--- config.mk ---
export PLATFORM = sky130hd
export DESIGN_NAME = mem_access_ctrl
export DESIGN_NICKNAME = d
export VERILOG_FILES = /design/src/rtl/mips_pkg.sv /design/src/rtl/mem_wait_timer.sv /design/src/rtl/mem_access_ctrl.sv
export SDC_FILE = /design/constraint.sdc
export NUM_CORES = 1
export LEC_CHECK = 0
export ABC_AREA = 0
export BUFFER_PORTS_ARGS = -buffer_cell sky130_fd_sc_hd__buf_2
export CAP_MARGIN = 10
export CORE_MARGIN = 2
export CORE_UTILIZATION = 25
export DETAILED_ROUTE_END_ITERATION = 10
export GPL_ROUTABILITY_DRIVEN = 0
export GPL_TIMING_DRIVEN = 0
export HOLD_SLACK_MARGIN = 0.1
export MAX_ROUTING_LAYER = met4
export PLACE_DENSITY_LB_ADDON = 0.25
export SYNTH_ARGS = -nofsm -noshare
export SYNTH_HDL_FRONTEND = slang
export SYNTH_SLANG_ARGS = --single-unit
--- constraint.sdc ---
create_clock -name clk -period 1.8 [get_ports clk]
set_input_delay 0.27 -clock clk [delete_from_list [all_inputs] [get_ports clk]]
set_output_delay 0.27 -clock clk [all_outputs]
set_load 0.005 [all_outputs]
--- src/rtl/mips_pkg.sv ---
// Shared definitions for the MIPS pipeline: datapath widths, MEM-stage FSM states
// and the default memory-wait watchdog limit.
package mips_pkg;
  localparam int DATA_W       = 32;
  localparam int REG_W        = 5;
  localparam int MAX_WAIT_DEF = 15;

  typedef enum logic {
    MEM_IDLE = 1'b0,
    MEM_WAIT = 1'b1
  } mem_state_t;
endpackage

--- src/rtl/mem_wait_timer.sv ---
// Wait-cycle counter for the MEM stage: synchronous clear, count enable, and a
// terminal-count flag when the count reaches MAX_WAIT-1; no handshake of its own.
module mem_wait_timer
  import mips_pkg::*;
#(
  parameter int MAX_WAIT = MAX_WAIT_DEF
) (
  input  logic clk,
  input  logic rst,
  input  logic clr,
  input  logic en,
  output logic tc
);
  localparam int CNT_W = $clog2(MAX_WAIT + 1);

  logic [CNT_W-1:0] wcnt;

  always_ff @(posedge clk or negedge rst) begin
    if (!rst) begin
      wcnt <= '0;
    end else if (clr) begin
      wcnt <= '0;
    end else if (en) begin
      wcnt <= wcnt + 1'b1;
    end
  end

  assign tc = (wcnt == CNT_W'(MAX_WAIT - 1));
endmodule

--- src/rtl/mem_access_ctrl.sv ---
// MEM-stage data-memory controller: result lands in MEM/WB one edge after the ack
// (or after MAX_WAIT stalled cycles on timeout); stall_MEM holds upstream while waiting.
module mem_access_ctrl
  import mips_pkg::*;
#(
  parameter int MAX_WAIT = MAX_WAIT_DEF
) (
  input  logic              clk,
  input  logic              rst,
  input  logic [DATA_W-1:0] aluRes_MEM,
  input  logic [DATA_W-1:0] writeData_MEM,
  input  logic [REG_W-1:0]  writeReg_MEM,
  input  logic              memToReg_MEM,
  input  logic              memWrite_MEM,
  input  logic              regWrite_MEM,
  output logic              dmem_req,
  output logic              dmem_we,
  output logic [DATA_W-1:0] dmem_addr,
  output logic [DATA_W-1:0] dmem_wdata,
  input  logic              dmem_ack,
  input  logic [DATA_W-1:0] dmem_rdata,
  output logic              stall_MEM,
  output logic [DATA_W-1:0] readData_WB,
  output logic [DATA_W-1:0] aluRes_WB,
  output logic [REG_W-1:0]  writeReg_WB,
  output logic              memToReg_WB,
  output logic              regWrite_WB,
  output logic              err_WB
);
  mem_state_t state, state_nxt;
  logic memop;
  logic tc;
  logic complete;
  logic timeout;
  logic tmr_clr;
  logic tmr_en;

  assign memop      = memToReg_MEM | memWrite_MEM;
  assign dmem_we    = memWrite_MEM;
  assign dmem_addr  = aluRes_MEM;
  assign dmem_wdata = writeData_MEM;

  mem_wait_timer #(
    .MAX_WAIT (MAX_WAIT)
  ) u_timer (
    .clk (clk),
    .rst (rst),
    .clr (tmr_clr),
    .en  (tmr_en),
    .tc  (tc)
  );

  always_ff @(posedge clk or negedge rst) begin
    if (!rst) begin
      state <= MEM_IDLE;
    end else begin
      state <= state_nxt;
    end
  end

  // Ack has priority over the watchdog on the terminal-count cycle.
  always_comb begin
    state_nxt = state;
    dmem_req  = 1'b0;
    complete  = 1'b0;
    timeout   = 1'b0;
    tmr_clr   = 1'b0;
    tmr_en    = 1'b0;
    case (state)
      MEM_IDLE: begin
        dmem_req = memop;
        complete = !memop || dmem_ack;
        tmr_clr  = 1'b1;
        if (memop && !dmem_ack) begin
          state_nxt = MEM_WAIT;
        end
      end
      MEM_WAIT: begin
        dmem_req = 1'b1;
        complete = dmem_ack || tc;
        timeout  = !dmem_ack && tc;
        tmr_en   = !complete;
        if (complete) begin
          state_nxt = MEM_IDLE;
        end
      end
      default: begin
        state_nxt = MEM_IDLE;
      end
    endcase
  end

  assign stall_MEM = dmem_req && !complete;

  always_ff @(posedge clk or negedge rst) begin
    if (!rst) begin
      readData_WB <= '0;
      aluRes_WB   <= '0;
      writeReg_WB <= '0;
      memToReg_WB <= 1'b0;
      regWrite_WB <= 1'b0;
      err_WB      <= 1'b0;
    end else if (complete) begin
      aluRes_WB   <= aluRes_MEM;
      writeReg_WB <= writeReg_MEM;
      memToReg_WB <= memToReg_MEM;
      regWrite_WB <= regWrite_MEM;
      err_WB      <= timeout;
      readData_WB <= (memop && dmem_ack && !memWrite_MEM) ? dmem_rdata : '0;
    end else begin
      // Bubble: kill the control bits, leave the data fields as they were.
      memToReg_WB <= 1'b0;
      regWrite_WB <= 1'b0;
      err_WB      <= 1'b0;
    end
  end
endmodule
**Word level (Yosys, flattened, before mapping)**

Cells that the tools add are included.
Widths: inputs -> output; s select.

- Equality and inequality tests: 2
- Bitwise logic cells: 2
- Muxes and demuxes: 13
- Reduce and logical (&&, ||, !) cells: 12
- Add/sub/neg operators: 1

Operators by type and width:

| cell | number |
|---|---|
| $mux 32 | 1 |
| $mux 4 | 2 |
| $mux 1 | 7 |
| $pmux 1 s2 | 3 |
| $logic_and 1x1->1 | 5 |
| $logic_not 1->1 | 5 |
| $add 4x1->4 const B | 1 |
| $eq 4x4->1 const B | 1 |
| $logic_or 1x1->1 | 2 |
| $ne 2x1->1 const B | 1 |
| $not 1->1 | 1 |
| $or 1x1->1 | 1 |

- Word-level logic and storage cells: 38
- Output and inout port bits: 139
- Flip-flop bits (word level): 77

**Logic depth before layout (Yosys ltp)**

Gate-level depths: netlist of run 1.

- Depth in word-level cells: 6
- Gate-level depth with buffers: 7

**Modules after synthesis**

A second synthesis of run 1 with hierarchy kept.

- Cell total of the unflattened synthesis: 249
- Area, all modules: 3522.1 um2

Modules (own cells, without submodules):

| module | instances | area an instance (um2) | sequential area each (um2) | cells each |
|---|---|---|---|---|
| mem_access_ctrl | 1 | 3301.9 | 1826.8 | 229 |
| mem_wait_timer | 1 | 220.2 | 100.1 | 20 |

**Worst setup path before layout of run 1**

Ideal clock, no wire load.

- Path kind: reg2reg
- From: reg u_timer.wcnt[0]
- To: reg aluRes_WB[23]
- Path slack: 0.131 ns
- Required time: 1.675 ns
- Cell stages (with the launch flop): 8
- Arrival: 1.544 ns
- Buffers on the path: 2
- Setup time: 0.125 ns
- Cells stage by stage: dfrtp_1 > inv_1 > ha_1 > a41oi_2 > nand2_4 > buf_12 > buf_12 > mux2_4

- Word-level cells in the longest chain between the ends: 3

Ends and longest elaborated chain:

| item | RTL line | text |
|---|---|---|
| start, declared | mem_wait_timer.sv:16 | `logic [CNT_W-1:0] wcnt;` |
| start signal, assigned | mem_wait_timer.sv:24 | `wcnt <= wcnt + 1'b1;` |
| $eq 4x4->1 | mem_wait_timer.sv:28 | `assign tc = (wcnt == CNT_W'(MAX_WAIT - 1));` |
| $logic_or 1x1->1 | mem_access_ctrl.sv:80 | `complete = dmem_ack \|\| tc;` |
| $pmux 1 s2 | mem_access_ctrl.sv:69 | `case (state)` |
| end signal, assigned | mem_access_ctrl.sv:104 | `aluRes_WB <= aluRes_MEM;` |
| end, declared | mem_access_ctrl.sv:24 | `output logic [DATA_W-1:0] aluRes_WB,` |

Every way passes these cells.
A chain may end at the register's enable or synchronous reset.

**Worst setup path in the final report of run 1**

- From: reg state
- To: reg aluRes_WB[16]

- Word-level cells in the longest chain between the ends: 2

Ends and longest elaborated chain:

| item | RTL line | text |
|---|---|---|
| start, declared | mem_access_ctrl.sv:30 | `mem_state_t state, state_nxt;` |
| start signal, assigned | mem_access_ctrl.sv:57 | `state <= state_nxt;` |
| $not 1->1 | n/a |  |
| $pmux 1 s2 (*) | mem_access_ctrl.sv:69 |  |

Mark *: on every way between the ends. The rest lies on a longest branch, timed or not.

==> flow_metrics.env, run 1 <==
export IMPL_outcome="complete, no violations"
export IMPL_regToRegSetupSlack_ps=140
export IMPL_avgSynthCellArea_um2=13.8
export IMPL_synth_main_ff_cell="dfrtp_1"
export IMPL_cts_max_path_buffers=2
export IMPL_reg2reg_from="state"
export IMPL_grt_pass1_wl_mm=12.8
export IMPL_antenna_found_initial=0
export IMPL_syn_nets=357
export IMPL_antenna_cells=0
export IMPL_r2r_end="aluRes_WB[16]"
export IMPL_synth_edf_count=0
export IMPL_vias=2675
export IMPL_nNetsFinal=588
export IMPL_busiest_layer="met2"
export IMPL_period_share=0.924
export IMPL_r2r_cells=5
export IMPL_ant_nets=0
export IMPL_syn_inst=248
export IMPL_hp_class="in2reg"
export IMPL_grtUsageMet3=0.0310
export IMPL_routed_wirelength_mm=7.92
export IMPL_start_util=0.257
export IMPL_die_area_um2=14700
export IMPL_slew_headroom=0.693
export IMPL_cp_startpoint="state"
export IMPL_grtUsageTotal=0.114
export IMPL_grt_max_degree=47
export IMPL_insertion_delay_ps=330
export IMPL_async_reset_ff_frac=1.00
export IMPL_stdcell_count=660
export IMPL_grt_pass1_vias=2698
export IMPL_met2_usage=0.187
export IMPL_die_h_um=121
export IMPL_clk_pin_slew_ps=60
export IMPL_power_density_nw_per_um2=906
export IMPL_cts_buffers=9
export IMPL_hold_violations=0
export IMPL_post_place_ws_ps=-5.70
export IMPL_core_area_um2=13300
export IMPL_drc=0
export IMPL_grtUsageMet1=0.133
export IMPL_pin_count=246
export IMPL_setup_viol=0
export IMPL_grt_ovfl_total=0
export IMPL_rsz0062_at_grt="false"
export IMPL_wire_per_inst_um=12.0
export IMPL_place_inst=638
export IMPL_peakVddDrop_mv=0.357
export IMPL_ys_seq_area_frac=0.561
export IMPL_start_kind="flip-flop"
export IMPL_ys_types=29
export IMPL_num_rows=42
export IMPL_final_common_cell="buf_2"
export IMPL_critPathMaxFanout=10
export IMPL_htreeDepth=3
export IMPL_crit_required_ps=2010
export IMPL_dp_hpwl_mm=6.04
export IMPL_final_cell_mix="buf_2 (212), dfrtp_1 (76), buf_4 (74), a22o_1 (32), mux2_2 (29)"
export IMPL_die_x_um=121
export IMPL_synth_seq_cells=77
export IMPL_cts_root_buffer="clkbuf_16"
export IMPL_finalCriticalPeriod_ps=1660
export IMPL_arrival_ps=1870
export IMPL_leakage_nw=2.80
export IMPL_vias_per_cell=4.05
export IMPL_finalMaxSlewViolations=0
export IMPL_cts_tree="yes"
export IMPL_max_freq_mhz=601
export IMPL_end_kind="flip-flop"
export IMPL_power_w=0.00467
export IMPL_synth_area_um2=3430
export IMPL_clock_sinks=77
export IMPL_drv_cap=0
export IMPL_setup_ws_ps=137
export IMPL_layout_drive_gt1_share=0.723
export IMPL_portBuffers=213
export IMPL_area_growth_pct=50.1
export IMPL_critical_path_class="reg2reg"
export IMPL_worst_slew_pin_slew_ps=461
export IMPL_drt_first_pass_iters=4
export IMPL_tns_ps=0
export IMPL_fin_worst_skew_ps=4.93
export IMPL_yosys_warnings=0
export IMPL_drtIter0Drc=46
export IMPL_crit_end="aluRes_WB[16]"
==> flip-flops by register name (all words and copies together) (netlist names) <==
name / cells
readData_WB: 32
memToReg_WB: 1
regWrite_WB: 1
aluRes_WB: 32
writeReg_WB: 5
u_timer.wcnt: 4
state: 1
err_WB: 1
==> where the power goes <==
group	leakage (nW)	internal, W	switching [W]
Sequential	0.971	0.00187	0.0000652
Combinational	1.66	0.000450	0.000286
Clock	0.164	0.00130	0.000699
==> cell type report <==
cell class                 instances  area, um2
clock inverter                     4       77.6
inverter                           3       18.8
timing repair buffer             222       1160
multi-input combinational         93        930
tap                              176        220
sequential                        77       1930
fill                            1359       8200
clock buffer                      12        256
buffer                            73        557
==> stage by stage <==
step	utilization	hold WS, ps	cell area, um2
finish	0.386	146	5150
CTS	0.386	128	5150
floorplan	-	-25.6	3430
detailed placement	0.356	238	4750
global route	0.386	141	5150
global placement	0.353	479	4720
==> layer usage <==
layer / share of wire / routed length [um]
met5: 0 / 0
met4: 0.015 / 119
met3: 0.089 / 708
met2: 0.49 / 3900
met1: 0.40 / 3190
==> critical path, cell delays in order (launching register included) <==
cell,delay [ps]
dfrtp_2,400
or3_4,380
nand2_4,100
buf_6,130
buf_4,180
mux2_2,340
==> cell usage after synthesis, types with 2 or more instances <==
cell type  count  area share
dfrtp_1       77        0.56
buf_4         67        0.15
a22o_1        32       0.082
mux2_2        29       0.095
mux2_4         8       0.035
nand2_1        4      0.0044
buf_6          3      0.0098
clkbuf_1       3      0.0033
and2_1         2      0.0036
buf_12         2       0.012
ha_1           2      0.0073
inv_1          2      0.0022
==> how the worst min path moves through the flow <==
stage / from / depth (start not counted) / slack, ps / end
after global routing: regWrite_MEM / 2 / 140 / regWrite_WB
after detailed placement: rst / 1 / 240 / aluRes_WB[29]
after floorplan: rst / 0 / -30 / aluRes_WB[0]
final: regWrite_MEM / 2 / 150 / regWrite_WB
after CTS: regWrite_MEM / 2 / 130 / regWrite_WB
after global placement: regWrite_MEM / 2 / 480 / regWrite_WB
==> kinds of logic (layout without fill, tap and decap cells) <==
| group | count (synthesis) | after routing | synth area share |
|---|---|---|---|
| XOR/XNOR | 1 | 1 | 0.00255 |
| adder cells (fa/ha/maj) | 2 | 2 | 0.00729 |
| AND/OR/NAND/NOR | 15 | 15 | 0.0270 |
| multiplexers | 38 | 38 | 0.133 |
| buffers and inverters | 78 | 314 | 0.175 |
| flip-flops | 77 | 77 | 0.561 |
| AO/OA/AOI/OAI | 37 | 37 | 0.0941 |
==> what timing repair did <==
| action | in CTS | in global routing |
|---|---|---|
| setup buffers | 7 | 0 |
| resized for setup | 7 | 2 |
| pin swaps | 2 | 2 |
| endpoints found under the hold margin | 31 | 0 |
| hold buffers | 1 | 0 |
| gates cloned | 0 | 0 |
| setup endpoints to repair | 9 | 29 |
(Power assumes the default switching activity.)
==> run 2, diff against run 1 <==
--- a/config.mk
+++ b/config.mk
@@ -19,3 +19,4 @@
 export SYNTH_ARGS = -nofsm -noshare
 export SYNTH_HDL_FRONTEND = slang
 export SYNTH_SLANG_ARGS = --single-unit
+export TNS_END_PERCENT = 20
==> constraint.sdc (replaced) <==
create_clock -name clk -period 1.4 [get_ports clk]
set_input_delay 0.21 -clock clk [delete_from_list [all_inputs] [get_ports clk]]
set_output_delay 0.21 -clock clk [all_outputs]
set_load 0.005 [all_outputs]
==> flow_metrics.env, run 2 (synthesized netlist as in run 1, its figures left out) <==
export IMPL_outcome="finished, violations left"
export IMPL_failed_checks="negative setup slack"
export IMPL_critPathTopFamily="buffers and inverters"
export IMPL_design_area_um2=5590
export IMPL_clk_pin_slew_ps=60
export IMPL_max_stage_delay_ps=430
export IMPL_crit_required_ps=1620
export IMPL_pin_count=246
export IMPL_setup_ws_ps=-325
export IMPL_clock_sinks=77
export IMPL_leakage_nw=2.99
export IMPL_crit_chain="ha_4, a41oi_4, nand2_4, buf_8, buf_12, clkbuf_16, mux2_4"
export IMPL_layout_drive_gt1_share=0.688
export IMPL_start_kind="flip-flop"
export IMPL_final_cell_mix="buf_2 (211), buf_4 (75), dfrtp_1 (75), a22o_1 (32), dlygate4sd3_1 (32)"
export IMPL_die_area_um2=14700
export IMPL_die_h_um=121
export IMPL_insertion_delay_ps=330
export IMPL_ant_nets=0
export IMPL_worst_slew_pin_slew_ps=493
export IMPL_hold_violations=0
export IMPL_drtIter0Drc=56
export IMPL_cts_buffers=9
export IMPL_holdPathStages=2
export IMPL_grt_ovfl_total=0
export IMPL_final_common_cell="buf_2"
export IMPL_grtUsageMet1=0.135
export IMPL_regToRegSetupSlack_ps=-330
export IMPL_area_growth_pct=62.7
export IMPL_critPathBufInv=3
export IMPL_setup_viol=74
export IMPL_rsz0062_at_grt="true"
export IMPL_peakVddDrop_mv=0.467
export IMPL_wire_per_inst_um=12.1
export IMPL_dp_hpwl_mm=5.95
export IMPL_num_rows=42
export IMPL_grtUsageMet3=0.0216
export IMPL_end_kind="flip-flop"
export IMPL_hold_end="readData_WB[22]"
export IMPL_met2_usage=0.187
export IMPL_routed_wirelength_mm=8.51
export IMPL_min_from="dmem_rdata[22]"
export IMPL_drv_cap=0
export IMPL_r2r_end="aluRes_WB[24]"
export IMPL_final_util=0.418
export IMPL_cts_max_path_buffers=2
export IMPL_cts_tree="yes"
export IMPL_crit_slowest_cell="dfrtp_2"
export IMPL_slew_headroom=0.670
export IMPL_switching_share=0.246
export IMPL_portBuffers=213
export IMPL_nNetsFinal=629
export IMPL_htreeDepth=3
export IMPL_period_share=1.23
export IMPL_place_area_um2=4760
export IMPL_r2r_cells=7
export IMPL_vias=2789
export IMPL_post_place_ws_ps=-301
export IMPL_largestRegisters="aluRes_WB: 32 flops, readData_WB: 32 flops, writeReg_WB: 5 flops"
export IMPL_finalMaxSlewViolations=0
export IMPL_hp_class="in2reg"
export IMPL_n_fill_cell=1284
export IMPL_pwr_share_comb=0.194
export IMPL_vias_per_cell=3.97
export IMPL_die_x_um=121
export IMPL_grt_pass1_wl_mm=12.8
export IMPL_seqPwrFrac=0.437
export IMPL_critical_path_class="reg2reg"
export IMPL_p_int_w=0.00429
export IMPL_p_sw_w=0.00140
export IMPL_grtUsageTotal=0.114
export IMPL_start_util=0.257
export IMPL_finalCriticalPeriod_ps=1730
export IMPL_reg2reg_from="u_timer.wcnt[1]"
export IMPL_place_inst=638
export IMPL_arrival_ps=1940
export IMPL_busiest_layer="met2"
export IMPL_antenna_found_initial=0
export IMPL_max_freq_mhz=580
export IMPL_power_density_nw_per_um2=1020
export IMPL_grt_pass1_vias=2709
export IMPL_drc=0
export IMPL_p_clk_frac=0.370
export IMPL_critPathMaxFanout=6
export IMPL_core_area_um2=13300
export IMPL_stdcell_count=702
export IMPL_drt_first_pass_iters=4
export IMPL_tns_ps=-14820
export IMPL_cts_root_buffer="clkbuf_16"
export IMPL_grt_max_degree=46
export IMPL_fin_worst_skew_ps=5.88
## run 2: cell count changes in the layout (fill, tap and decap cells not counted), sizes merged
cell,change
dlygate4sd3,+31
buf,+8
clkinv,+2
bufinv,-2
clkinvlp,+4
diode,+1
inv,-2
## run 2: what timing repair did
item,4_1_cts,5_1_grt
setup buffers,8,5
pin swaps,25,1
resized for setup,9,10
hold buffers,32,0
gates cloned,0,2
endpoints found under the hold margin,63,0
setup endpoints to repair,75,76
## run 2: worst max path at each step
stage,start,to,slack (ps),cells after the start
after floorplan,u_timer.wcnt[1],aluRes_WB[23],-180,6
after global placement,rst,aluRes_WB[3],-440,1
after detailed placement,u_timer.wcnt[0],aluRes_WB[26],-300,7
after CTS,state,aluRes_WB[26],-360,6
after global routing,u_timer.wcnt[0],aluRes_WB[24],-370,8
final,u_timer.wcnt[1],aluRes_WB[24],-330,7
## run 2: worst register-to-register path: cells and delay by family (launching register included)
| family | cells | cell delay, ps |
|---|---|---|
| buffers and inverters | 3 | 430 |
| AO/OA/AOI/OAI | 1 | 160 |
| flip-flops | 1 | 430 |
| multiplexers | 1 | 290 |
| adder cells (fa/ha/maj) | 1 | 180 |
| AND/OR/NAND/NOR | 1 | 120 |
## run 2: final cells by class
cell class | instances | area (um2) | share of cell area
Multi-Input combinational cell | 93 | 948 | 0.170
Timing Repair Buffer | 261 | 1600 | 0.286
Clock inverter | 6 | 40.0 | 0.00717
Clock buffer | 10 | 229 | 0.0410
Tap cell | 176 | 220 | 0.0394
Antenna cell | 1 | 2.50 | 0.000448
Inverter | 3 | 18.8 | 0.00336
Buffer | 75 | 599 | 0.107
Sequential cell | 77 | 1930 | 0.345
## run 2: power groups by stage
stage                     Clock [W]  Combinational [W]  Sequential [W]
after floorplan                   0           0.000441         0.00254
after global placement            0           0.000926         0.00253
after detailed placement          0           0.000953         0.00252
after CTS                   0.00219            0.00107         0.00249
after global routing        0.00228            0.00121         0.00251
final                       0.00210            0.00110         0.00249
## run 2: stage by stage
step / power (W) / hold slack, ps
6_report: 0.00569 / 113
5_1_grt: 0.00599 / 102
4_1_cts: 0.00575 / 100
3_5_place_dp: 0.00348 / 189
3_3_place_gp: 0.00345 / 419
2_1_floorplan: 0.00298 / -85.6
## run 2: per-layer routing
metal  vias to the layer above  wire length, um
met5                         -                0
met4                         0              163
li1                       1347                -
met1                      1290             3580
met2                       141             4120
met3                        11              645
==> run 3, diff against run 2 <==
==> constraint.sdc (replaced) <==
create_clock -name clk -period 1.4 [get_ports clk]
set_input_delay 0.14 -clock clk [delete_from_list [all_inputs] [get_ports clk]]
set_output_delay 0.14 -clock clk [all_outputs]
set_load 0.005 [all_outputs]
==> flow_metrics.env, run 3 (synthesized netlist as in run 1, its figures left out) <==
export IMPL_crit_cells=7
export IMPL_failed_checks="negative setup slack"
export IMPL_critical_path_class="reg2reg"
export IMPL_crit_end="aluRes_WB[24]"
export IMPL_end_kind="flip-flop"
export IMPL_cts_max_path_buffers=2
export IMPL_cp_startpoint="u_timer.wcnt[1]"
export IMPL_period_share=1.25
export IMPL_worst_slew_pin_slew_ps=484
export IMPL_clk_pin_slew_ps=60
export IMPL_max_stage_delay_ps=430
export IMPL_dp_hpwl_mm=5.95
export IMPL_core_area_um2=13300
export IMPL_cts_root_buffer="clkbuf_16"
export IMPL_grt_pass1_vias=2888
export IMPL_htreeDepth=3
export IMPL_pwr_share_comb=0.202
export IMPL_multi_input_area_um2=957
export IMPL_slew_headroom=0.676
export IMPL_ant_nets=0
export IMPL_regArea_um2=1930
export IMPL_rsz0062_at_grt="true"
export IMPL_grt_ovfl_total=0
export IMPL_r2r_end="aluRes_WB[24]"
export IMPL_crit_required_ps=1610
export IMPL_setup_viol=74
export IMPL_finalMaxSlewViolations=0
export IMPL_start_kind="flip-flop"
export IMPL_die_h_um=121
export IMPL_pin_count=246
export IMPL_nNetsFinal=663
export IMPL_n_fill_cell=1233
export IMPL_drv_cap=0
export IMPL_critPathMaxFanout=6
export IMPL_grt_max_degree=46
export IMPL_seqPwrFrac=0.432
export IMPL_power_w=0.00576
export IMPL_hp_class="in2reg"
export IMPL_layout_drive_gt1_share=0.633
export IMPL_final_cell_mix="buf_2 (212), dfrtp_1 (75), dlygate4sd3_1 (73), buf_4 (71), a22o_1 (32)"
export IMPL_grtUsageTotal=0.118
export IMPL_p_clk_frac=0.366
export IMPL_power_density_nw_per_um2=971
export IMPL_final_common_cell="buf_2"
export IMPL_finalCriticalPeriod_ps=1750
export IMPL_cts_tree="yes"
export IMPL_crit_slowest_cell="dfrtp_2"
export IMPL_num_rows=42
export IMPL_critPathTopFamily="buffers and inverters"
export IMPL_drt_first_pass_iters=4
export IMPL_p_int_w=0.00435
export IMPL_fin_worst_skew_ps=5.27
export IMPL_routed_wirelength_mm=8.88
export IMPL_setup_ws_ps=-353
export IMPL_cts_buffers=9
export IMPL_die_area_um2=14700
export IMPL_insertion_delay_ps=330
export IMPL_p_sw_w=0.00141
export IMPL_crit_path_frequent_cell="buf_12"
export IMPL_vias_per_cell=4.00
export IMPL_regToRegSetupSlack_ps=-350
export IMPL_crit_chain="ha_4, a41oi_4, nand2_8, buf_12, buf_12, clkbuf_16, mux2_4"
export IMPL_area_growth_pct=72.8
export IMPL_wire_per_inst_um=12.1
export IMPL_peakVddDrop_mv=0.467
export IMPL_arrival_ps=1970
export IMPL_max_freq_mhz=570
export IMPL_antenna_found_initial=0
export IMPL_largestRegisters="aluRes_WB: 32 flops, readData_WB: 32 flops, writeReg_WB: 5 flops"
export IMPL_grt_pass1_wl_mm=13.3
export IMPL_outcome="finished, violations left"
export IMPL_clock_sinks=77
export IMPL_switching_share=0.245
export IMPL_start_util=0.257
export IMPL_drc=0
export IMPL_reg2reg_from="u_timer.wcnt[1]"
export IMPL_vias=2941
export IMPL_whs_ps=172
export IMPL_r2r_cells=7
export IMPL_drtIter0Drc=49
export IMPL_die_x_um=121
export IMPL_critPathBufInv=3
export IMPL_leakage_nw=3.12
export IMPL_hold_violations=0
export IMPL_portBuffers=213
## run 3: worst min path at each step
stage	startpoint	end	slack, ps	cells after the start
2_1_floorplan	rst	aluRes_WB[0]	-160	0
3_3_place_gp	regWrite_MEM	regWrite_WB	350	2
3_5_place_dp	rst	aluRes_WB[24]	120	1
4_1_cts	dmem_ack	memToReg_WB	150	3
5_1_grt	dmem_ack	memToReg_WB	210	3
6_report	dmem_ack	memToReg_WB	170	3
## run 3: per-layer routing
metal | GRT usage | vias up | share of wire
met3 | 0.0226 | 13 | 0.069
met5 | - | - | 0
met4 | 0.0568 | 0 | 0.019
met1 | 0.137 | 1371 | 0.42
li1 | - | 1416 | -
met2 | 0.197 | 141 | 0.49
## run 3: area by class of cell
class,instances,area share
flip-flops and latches,77,0.325
inverters,3,0.00316
clock inverters,6,0.00675
multi-input cells,93,0.161
diodes,1,0.000422
plain buffers,75,0.101
repair buffers,295,0.326
clock buffers,10,0.0386
well taps,176,0.0371
## run 3: timing repair
action | in CTS | in global routing
buffers inserted | 3 | 3
hold endpoints to repair | 104 | 0
setup endpoints to repair | 75 | 74
cloned | 0 | 2
pin swaps | 2 | 8
resized for setup | 5 | 10
hold buffers | 73 | 0
## run 3: metrics by stage
| stage | cell area (um2) | setup TNS [ps] | utilization | instances | setup slack, ps |
|---|---|---|---|---|---|
| final | 5930 | -13490 | 0.444 | 736 | -353 |
| after global routing | 5930 | -17660 | 0.444 | 735 | -398 |
| after CTS | 5820 | -15560 | 0.436 | 730 | -372 |
| after detailed placement | 4760 | -14630 | 0.357 | 638 | -301 |
| after global placement | 4730 | -42460 | 0.354 | 637 | -374 |
| after floorplan | 3440 | -4830 | - | 248 | -179 |
## run 3: power by group through the flow
stage               Sequential (W)  Combinational, W  Clock, W
floorplan                  0.00254          0.000441         0
global placement           0.00253          0.000926         0
detailed placement         0.00252          0.000953         0
CTS                        0.00249           0.00113   0.00219
global route               0.00251           0.00127   0.00228
finish                     0.00249           0.00116   0.00210
## run 3: worst reg2reg max path: stages (launching register included)
cell and delay (ps):
dfrtp_2 430, ha_4 180, a41oi_4 210, nand2_8 100, buf_12 150, buf_12 130, clkbuf_16 150, mux2_4 290
